[config.mk]
export PLATFORM = sky130hd
export DESIGN_NAME = chime_alarm_ctrl
export DESIGN_NICKNAME = d
export VERILOG_FILES = /design/src/rtl/chime_alarm_ctrl.sv
export SDC_FILE = /design/constraint.sdc
export NUM_CORES = 1
export LEC_CHECK = 0
export BUFFER_PORTS_ARGS = -buffer_cell sky130_fd_sc_hd__buf_2
export CAP_MARGIN = 20
export CORE_MARGIN = 2
export CORE_UTILIZATION = 35
export DETAILED_ROUTE_END_ITERATION = 7
export PLACE_DENSITY = 0.56
export SLEW_MARGIN = 10
export SYNTH_ARGS = -nofsm -noshare
export SYNTH_HDL_FRONTEND = slang
export SYNTH_SLANG_ARGS = --single-unit
export TNS_END_PERCENT = 100
[constraint.sdc]
create_clock -name clk_1kHz -period 3.4 [get_ports clk_1kHz]
set_clock_uncertainty 0.2 [all_clocks]
set_input_delay 0.34 -clock clk_1kHz [delete_from_list [all_inputs] [get_ports clk_1kHz]]
set_output_delay 0.34 -clock clk_1kHz [all_outputs]
set_load 0.1 [all_outputs]
[src/rtl/chime_alarm_ctrl.sv]
// Hourly chime plus HH:MM wake alarm with ring timeout, snooze and stop.
// Everything runs on the 1 kHz system clock; both tones are derived from a
// free-running 2-bit counter and a single registered buzzer output is driven.
//
// Ports:
//   clk_1kHz, rst_n      : 1 kHz clock, asynchronous active-low reset
//   sec_tick             : one-cycle pulse, time inputs already show the new second
//   h/m/s_cntH/L         : current time, BCD
//   alarm_hH..alarm_mL   : alarm time, BCD
//   alarm_en, chime_en   : level enables
//   snooze, stop         : one-cycle user pulses
//   alarm                : registered buzzer drive
//   ringing, snoozing    : state indicators
//   snooze_cnt           : snoozes used in the current alarm event
module chime_alarm_ctrl #(
  parameter int unsigned N_BEEPS    = 4,
  parameter int unsigned CHIME_MS   = 500,
  parameter int unsigned RING_SECS  = 60,
  parameter int unsigned SNOOZE_MIN = 5,
  parameter int unsigned MAX_SNOOZE = 3
) (
  input  logic       clk_1kHz,
  input  logic       rst_n,
  input  logic       sec_tick,
  input  logic [3:0] h_cntH,
  input  logic [3:0] h_cntL,
  input  logic [3:0] m_cntH,
  input  logic [3:0] m_cntL,
  input  logic [3:0] s_cntH,
  input  logic [3:0] s_cntL,
  input  logic [3:0] alarm_hH,
  input  logic [3:0] alarm_hL,
  input  logic [3:0] alarm_mH,
  input  logic [3:0] alarm_mL,
  input  logic       alarm_en,
  input  logic       chime_en,
  input  logic       snooze,
  input  logic       stop,
  output logic       alarm,
  output logic       ringing,
  output logic       snoozing,
  output logic [2:0] snooze_cnt
);

  localparam int unsigned SnzSecs = SNOOZE_MIN * 60;
  localparam int unsigned RingW   = $clog2(RING_SECS + 1);
  localparam int unsigned SnzW    = $clog2(SnzSecs + 1);
  localparam int unsigned ChimeW  = $clog2(CHIME_MS + 1);

  typedef enum logic [1:0] {StIdle, StRing, StSnooze} state_e;

  state_e              state_q, state_d;
  logic [1:0]          tone_cnt_q;
  logic [9:0]          ms_cnt_q, ms_cnt_d;
  logic [ChimeW-1:0]   chime_cnt_q, chime_cnt_d;
  logic                chime_hi_q, chime_hi_d;
  logic [RingW-1:0]    ring_sec_q, ring_sec_d;
  logic [SnzW-1:0]     snz_sec_q, snz_sec_d;
  logic [2:0]          snooze_cnt_q, snooze_cnt_d;
  logic                alarm_q, alarm_d;

  logic chime_hit, chime_last, chime_on, chime_tone, tone_sel, time_match;

  // BCD second on which beep k starts: 59 - 2*N_BEEPS + 2*k.
  function automatic logic [7:0] beep_sec_bcd(input int unsigned k);
    int unsigned s;
    s = 59 - 2 * N_BEEPS + 2 * k;
    return {4'(s / 10), 4'(s % 10)};
  endfunction

  // Literal BCD compare: malformed digits simply never match.
  always_comb begin
    chime_hit  = 1'b0;
    chime_last = 1'b0;
    if (sec_tick && chime_en && ({m_cntH, m_cntL} == 8'h59)) begin
      for (int unsigned k = 0; k < N_BEEPS; k++) begin
        if ({s_cntH, s_cntL} == beep_sec_bcd(k)) begin
          chime_hit  = 1'b1;
          chime_last = (k == N_BEEPS - 1);
        end
      end
    end
  end

  assign time_match = alarm_en &&
                      ({h_cntH, h_cntL, m_cntH, m_cntL} ==
                       {alarm_hH, alarm_hL, alarm_mH, alarm_mL}) &&
                      ({s_cntH, s_cntL} == 8'h00);

  // Beep counter: the start cycle counts as the first of CHIME_MS cycles.
  always_comb begin
    chime_cnt_d = chime_cnt_q;
    chime_hi_d  = chime_hi_q;
    if (chime_hit) begin
      chime_cnt_d = ChimeW'(CHIME_MS - 1);
      chime_hi_d  = chime_last;
    end else if (chime_cnt_q != '0) begin
      chime_cnt_d = chime_cnt_q - 1'b1;
    end
  end

  assign ms_cnt_d = sec_tick ? 10'd0 : ((ms_cnt_q == 10'd999) ? ms_cnt_q : ms_cnt_q + 10'd1);

  always_comb begin
    state_d      = state_q;
    ring_sec_d   = ring_sec_q;
    snz_sec_d    = snz_sec_q;
    snooze_cnt_d = snooze_cnt_q;
    unique case (state_q)
      StIdle: begin
        snooze_cnt_d = '0;
        if (sec_tick && time_match) begin
          state_d    = StRing;
          ring_sec_d = RingW'(RING_SECS);
        end
      end
      StRing: begin
        if (!alarm_en || stop) begin
          state_d      = StIdle;
          snooze_cnt_d = '0;
        end else if (snooze && (snooze_cnt_q < 3'(MAX_SNOOZE))) begin
          state_d      = StSnooze;
          snooze_cnt_d = snooze_cnt_q + 3'd1;
          snz_sec_d    = SnzW'(SnzSecs);
        end else if (sec_tick) begin
          if (ring_sec_q <= RingW'(1)) begin
            state_d      = StIdle;
            ring_sec_d   = '0;
            snooze_cnt_d = '0;
          end else begin
            ring_sec_d = ring_sec_q - 1'b1;
          end
        end
      end
      StSnooze: begin
        if (!alarm_en || stop) begin
          state_d      = StIdle;
          snooze_cnt_d = '0;
        end else if (sec_tick) begin
          if (snz_sec_q <= SnzW'(1)) begin
            state_d    = StRing;
            snz_sec_d  = '0;
            ring_sec_d = RingW'(RING_SECS);
          end else begin
            snz_sec_d = snz_sec_q - 1'b1;
          end
        end
      end
      default: state_d = StIdle;
    endcase
  end

  // Ring pattern has priority; the chime is silenced while ringing.
  assign tone_sel   = chime_hit ? chime_last : chime_hi_q;
  assign chime_tone = tone_sel ? tone_cnt_q[0] : tone_cnt_q[1];
  assign chime_on   = chime_en && (chime_hit || (chime_cnt_q != '0));

  always_comb begin
    alarm_d = 1'b0;
    if (state_q == StRing) begin
      alarm_d = (ms_cnt_q < 10'd500) && tone_cnt_q[0];
    end else begin
      alarm_d = chime_on && chime_tone;
    end
  end

  always_ff @(posedge clk_1kHz or negedge rst_n) begin
    if (!rst_n) begin
      state_q      <= StIdle;
      tone_cnt_q   <= '0;
      ms_cnt_q     <= '0;
      chime_cnt_q  <= '0;
      chime_hi_q   <= 1'b0;
      ring_sec_q   <= '0;
      snz_sec_q    <= '0;
      snooze_cnt_q <= '0;
      alarm_q      <= 1'b0;
    end else begin
      state_q      <= state_d;
      tone_cnt_q   <= tone_cnt_q + 2'd1;
      ms_cnt_q     <= ms_cnt_d;
      chime_cnt_q  <= chime_cnt_d;
      chime_hi_q   <= chime_hi_d;
      ring_sec_q   <= ring_sec_d;
      snz_sec_q    <= snz_sec_d;
      snooze_cnt_q <= snooze_cnt_d;
      alarm_q      <= alarm_d;
    end
  end

  assign alarm      = alarm_q;
  assign ringing    = (state_q == StRing);
  assign snoozing   = (state_q == StSnooze);
  assign snooze_cnt = snooze_cnt_q;

endmodule

==> metrics.csv <==
stage,metric,value,unit
sta,RSZ-0062 raised after global routing,no,
synthesis,Synth Net Count,336,
floorplanning,Die W,89.4,um
critical_path,FF-to-FF End,ring_sec_q[4],
critical_path,largest delay contributor family on the critical path,compound AO/OA/AOI/OAI gates,
clocking,setup bufs post-CTS,0,
critical_path,CP required,3.35,ns
layout,Antenna diodes,0,
synthesis,largest family of logic cells by synthesized area,simple AND/OR/NAND/NOR gates,
sta,number of max-slew violations in the final report,0,
layout,Final nets,393,
critical_path,Worst EP arrival,2.67,ns
synthesis,compound-cell area share of the yosys netlist,15.1,%
critical_path,crit-path cells,nor4_1 > o211ai_1 > o311ai_1 > o211ai_1 > o41ai_1 > o21ai_1,
clocking,Clock Path Buffers,2,
drt,Via-to-Cell Ratio,5.08,
critical_path,CP max FO,11,
synthesis,syn avg cell area,9.07,sq um
clocking,CTS resizes,0,
synthesis,Gate Count Post-Synth,281,
clocking,clock sink count,43,
grt,vias in the first global route,2068,
floorplanning,FP Rows,31,
critical_path,Crit Path Class,flop to flop,
clocking,CTS tree,yes,
sta,Final Hold Fails,0,
critical_path,worst path bufs/invs,0,
critical_path,cell mode on critical path,o211ai_1,
clocking,CTS Buf Count,5,
place,GP Congestion,0.893,
critical_path,Crit path depth,6,
critical_path,"Max stage delay cell, worst path",dfrtp_1,
sta,Period minus WS final,2.72,ns
layout,Fill cells,744,
critical_path,Crit Reg-Reg Startpoint,snz_sec_q[6],
grt,maximum number of pins on one net before global-route repair,44,
synthesis,"Seq/Total Area, Yosys",42.2,%
floorplanning,I/O pins,53,
drt,Initial DRC Count,108,
clocking,H-tree levels,2,
drt,1st-pass router iterations,4,
layout,proportion of layout cells with a drive suffix above 1,20.4,%
sta,Worst slew margin,43.5,%
drt,WL final,5.74,mm
synthesis,synth unique cells,50,
synthesis,top-count cell post-synth,dfrtp_1,
floorplanning,DIE HEIGHT,89.4,um
synthesis,Post-synth EDFFs,0,
place,PortBufs,52,
floorplanning,CORE AREA,7140,sq um
sta,worst-margin pin slew,0.836,ns
synthesis,share of the synthesized area in the top cell type,42.2,%
drt,post-route ant nets,0,
clocking,Clock transition at path regs,0.09,ns
synthesis,synthesized cell area,2550,sq um
clocking,Root Buffer,clkbuf_8,
sta,endpoints failing setup,0,
hold_path,WHS Path Cells,3,
synthesis,top post-synthesis cells by count,"dfrtp_1, nor2_1, nand2_1",
grt,GRT Residual Overflow,0,
critical_path,critical path endpoint,ring_sec_q[4],
grt,gr usage total,14.6,%
power,Power Dens Cells,400,nW/um^2
drt,Via Count,2226,
synthesis,"top cells by area, synth","dfrtp_1, xnor2_1, nor2_1",
run,max-cap violations,0,
grt,first-pass GRT wire length,9.06,mm
synthesis,post-synthesis simple-gate area fraction,25.0,%
critical_path,critical path startpoint category,flop,
drt,DR WL/cell,13.1,um
critical_path,CP Capture Type,flop,
synthesis,Synth Warn #,0,
synthesis,mux cell area share after synthesis,1.23,%
critical_path,Max stage delay on crit path,0.43,ns
sta,Fmax,0.368,GHz
floorplanning,full die area,7980,sq um
sta,fin crit share,79.9,%
layout,synthesis-to-layout area growth,20.7,%
critical_path,Critical Path Start,snz_sec_q[6],
clocking,clock latency on the worst-skew pair,0.30,ns
outcome,status,"complete, no violations",
critical_path,count of cells along the worst register-to-register path,6,
power,Max VDD drop,0.000164,V
synthesis,Synth Area in XOR/XNOR,9.62,%
hold_path,Worst Hold Class,primary input to flop,
layout,fin util,43.1,%
synthesis,leading area contributor after synthesis,dfrtp_1,
floorplanning,starting density of the core,35.7,%
critical_path,worst reg2reg setup slack,0.68,ns
synthesis,post-synthesis adder-cell area fraction,3.93,%
drt,DRC,0,
sta,TNS Setup,0,ns
grt,initial antenna violation count,0,
power,Leak,1.41,nW
synthesis,post-synthesis register bit count,43,
place,dpl hpwl,4.33,mm
synthesis,async set or reset register ratio after synthesis,100,%
synthesis,"Top FF cell, synth",dfrtp_1,
[worst register-to-register path: cells and delay by family (launching register included)]
kind	cells	cell delay (ns)
compound gates	5	1.55
flops	1	0.43
simple gates	1	0.39
[flip-flops by register name, indices dropped and copies added, names as in the netlist]
signal / flops
tone_cnt_q: 2
ms_cnt_q: 10
chime_hi_q: 1
ring_sec_q: 6
alarm: 1
chime_cnt_q: 9
snooze_cnt: 3
state_q: 2
snz_sec_q: 9
[layout by cell type, fill, tap and decap left out, drive strengths merged, types with 3 or more instances in the layout]
| cell | count |
|---|---|
| a31oi | 3 |
| inv | 14 |
| xnor2 | 22 |
| dfrtp | 43 |
| nand3 | 7 |
| or3 | 3 |
| o211ai | 3 |
| nor3 | 11 |
| nor2 | 28 |
| nand4 | 6 |
| clkbuf | 5 |
| o31ai | 3 |
| nor4 | 4 |
| and2 | 3 |
| xor2 | 6 |
| nand2b | 8 |
| nand2 | 26 |
| a21oi | 11 |
| and3 | 6 |
| a22o | 3 |
| buf | 53 |
| nand3b | 3 |
| nand4b | 3 |
| ha | 8 |
| o21ai | 24 |
[through the flow]
stage	instance area (sq um)	std cells	hold WS (ns)	total power, mW	worst slack [ns]
floorplan	2550	281	-0.156	0.690	0.869
global placement	2910	428	0.257	0.756	0.787
detailed placement	2910	428	0.255	0.759	0.682
CTS	3050	436	0.0301	1.24	0.679
global route	3080	438	0.0983	1.30	0.418
finish	3080	438	0.0987	1.23	0.682
[power by group]
| part | internal (mW) | switching, mW |
|---|---|---|
| clock | 0.293 | 0.187 |
| combinational | 0.0922 | 0.0839 |
| sequential | 0.543 | 0.0323 |
[layout make-up]
class                   count  area (sq um)  share of cell area (%)
clock inverters             3          67.6                    2.20
flip-flops and latches     43          1080                    35.0
clock buffers               5          68.8                    2.24
inverters                  14          52.6                    1.71
multi-input cells         220          1400                    45.4
well taps                  99           124                    4.03
repair buffers             54           290                    9.43
[worst min path at each step]
stage | startpoint | to | slack (ns)
global route | chime_en | alarm | 0.1
global placement | tone_cnt_q[1] | tone_cnt_q[1] | 0.26
floorplan | rst_n | alarm | -0.16
CTS | rst_n | snooze_cnt[0] | 0.03
finish | chime_en | alarm | 0.1
detailed placement | tone_cnt_q[1] | tone_cnt_q[1] | 0.25
[per-layer routing]
| layer | track usage (%) | vias to the layer above | wire [um] |
|---|---|---|---|
| met4 | 3.80 | 0 | 55 |
| met1 | 18.1 | 1038 | 2710 |
| met5 | 0 | - | 0 |
| met2 | 25.0 | 64 | 2590 |
| li1 | - | 1118 | - |
| met3 | 3.97 | 6 | 384 |
[logic make-up after synthesis]
family	count (synthesis)
simple gates	120
compound gates	61
buf+inv	18
xor+xnor	28
mux	3
flops	43
fa+ha+maj	8
[what timing repair did]
action,CTS,global route
endpoints found under the setup margin,0,0
hold buffers,0,1
endpoints found under the hold margin,0,17
(Power assumes the default switching activity.)
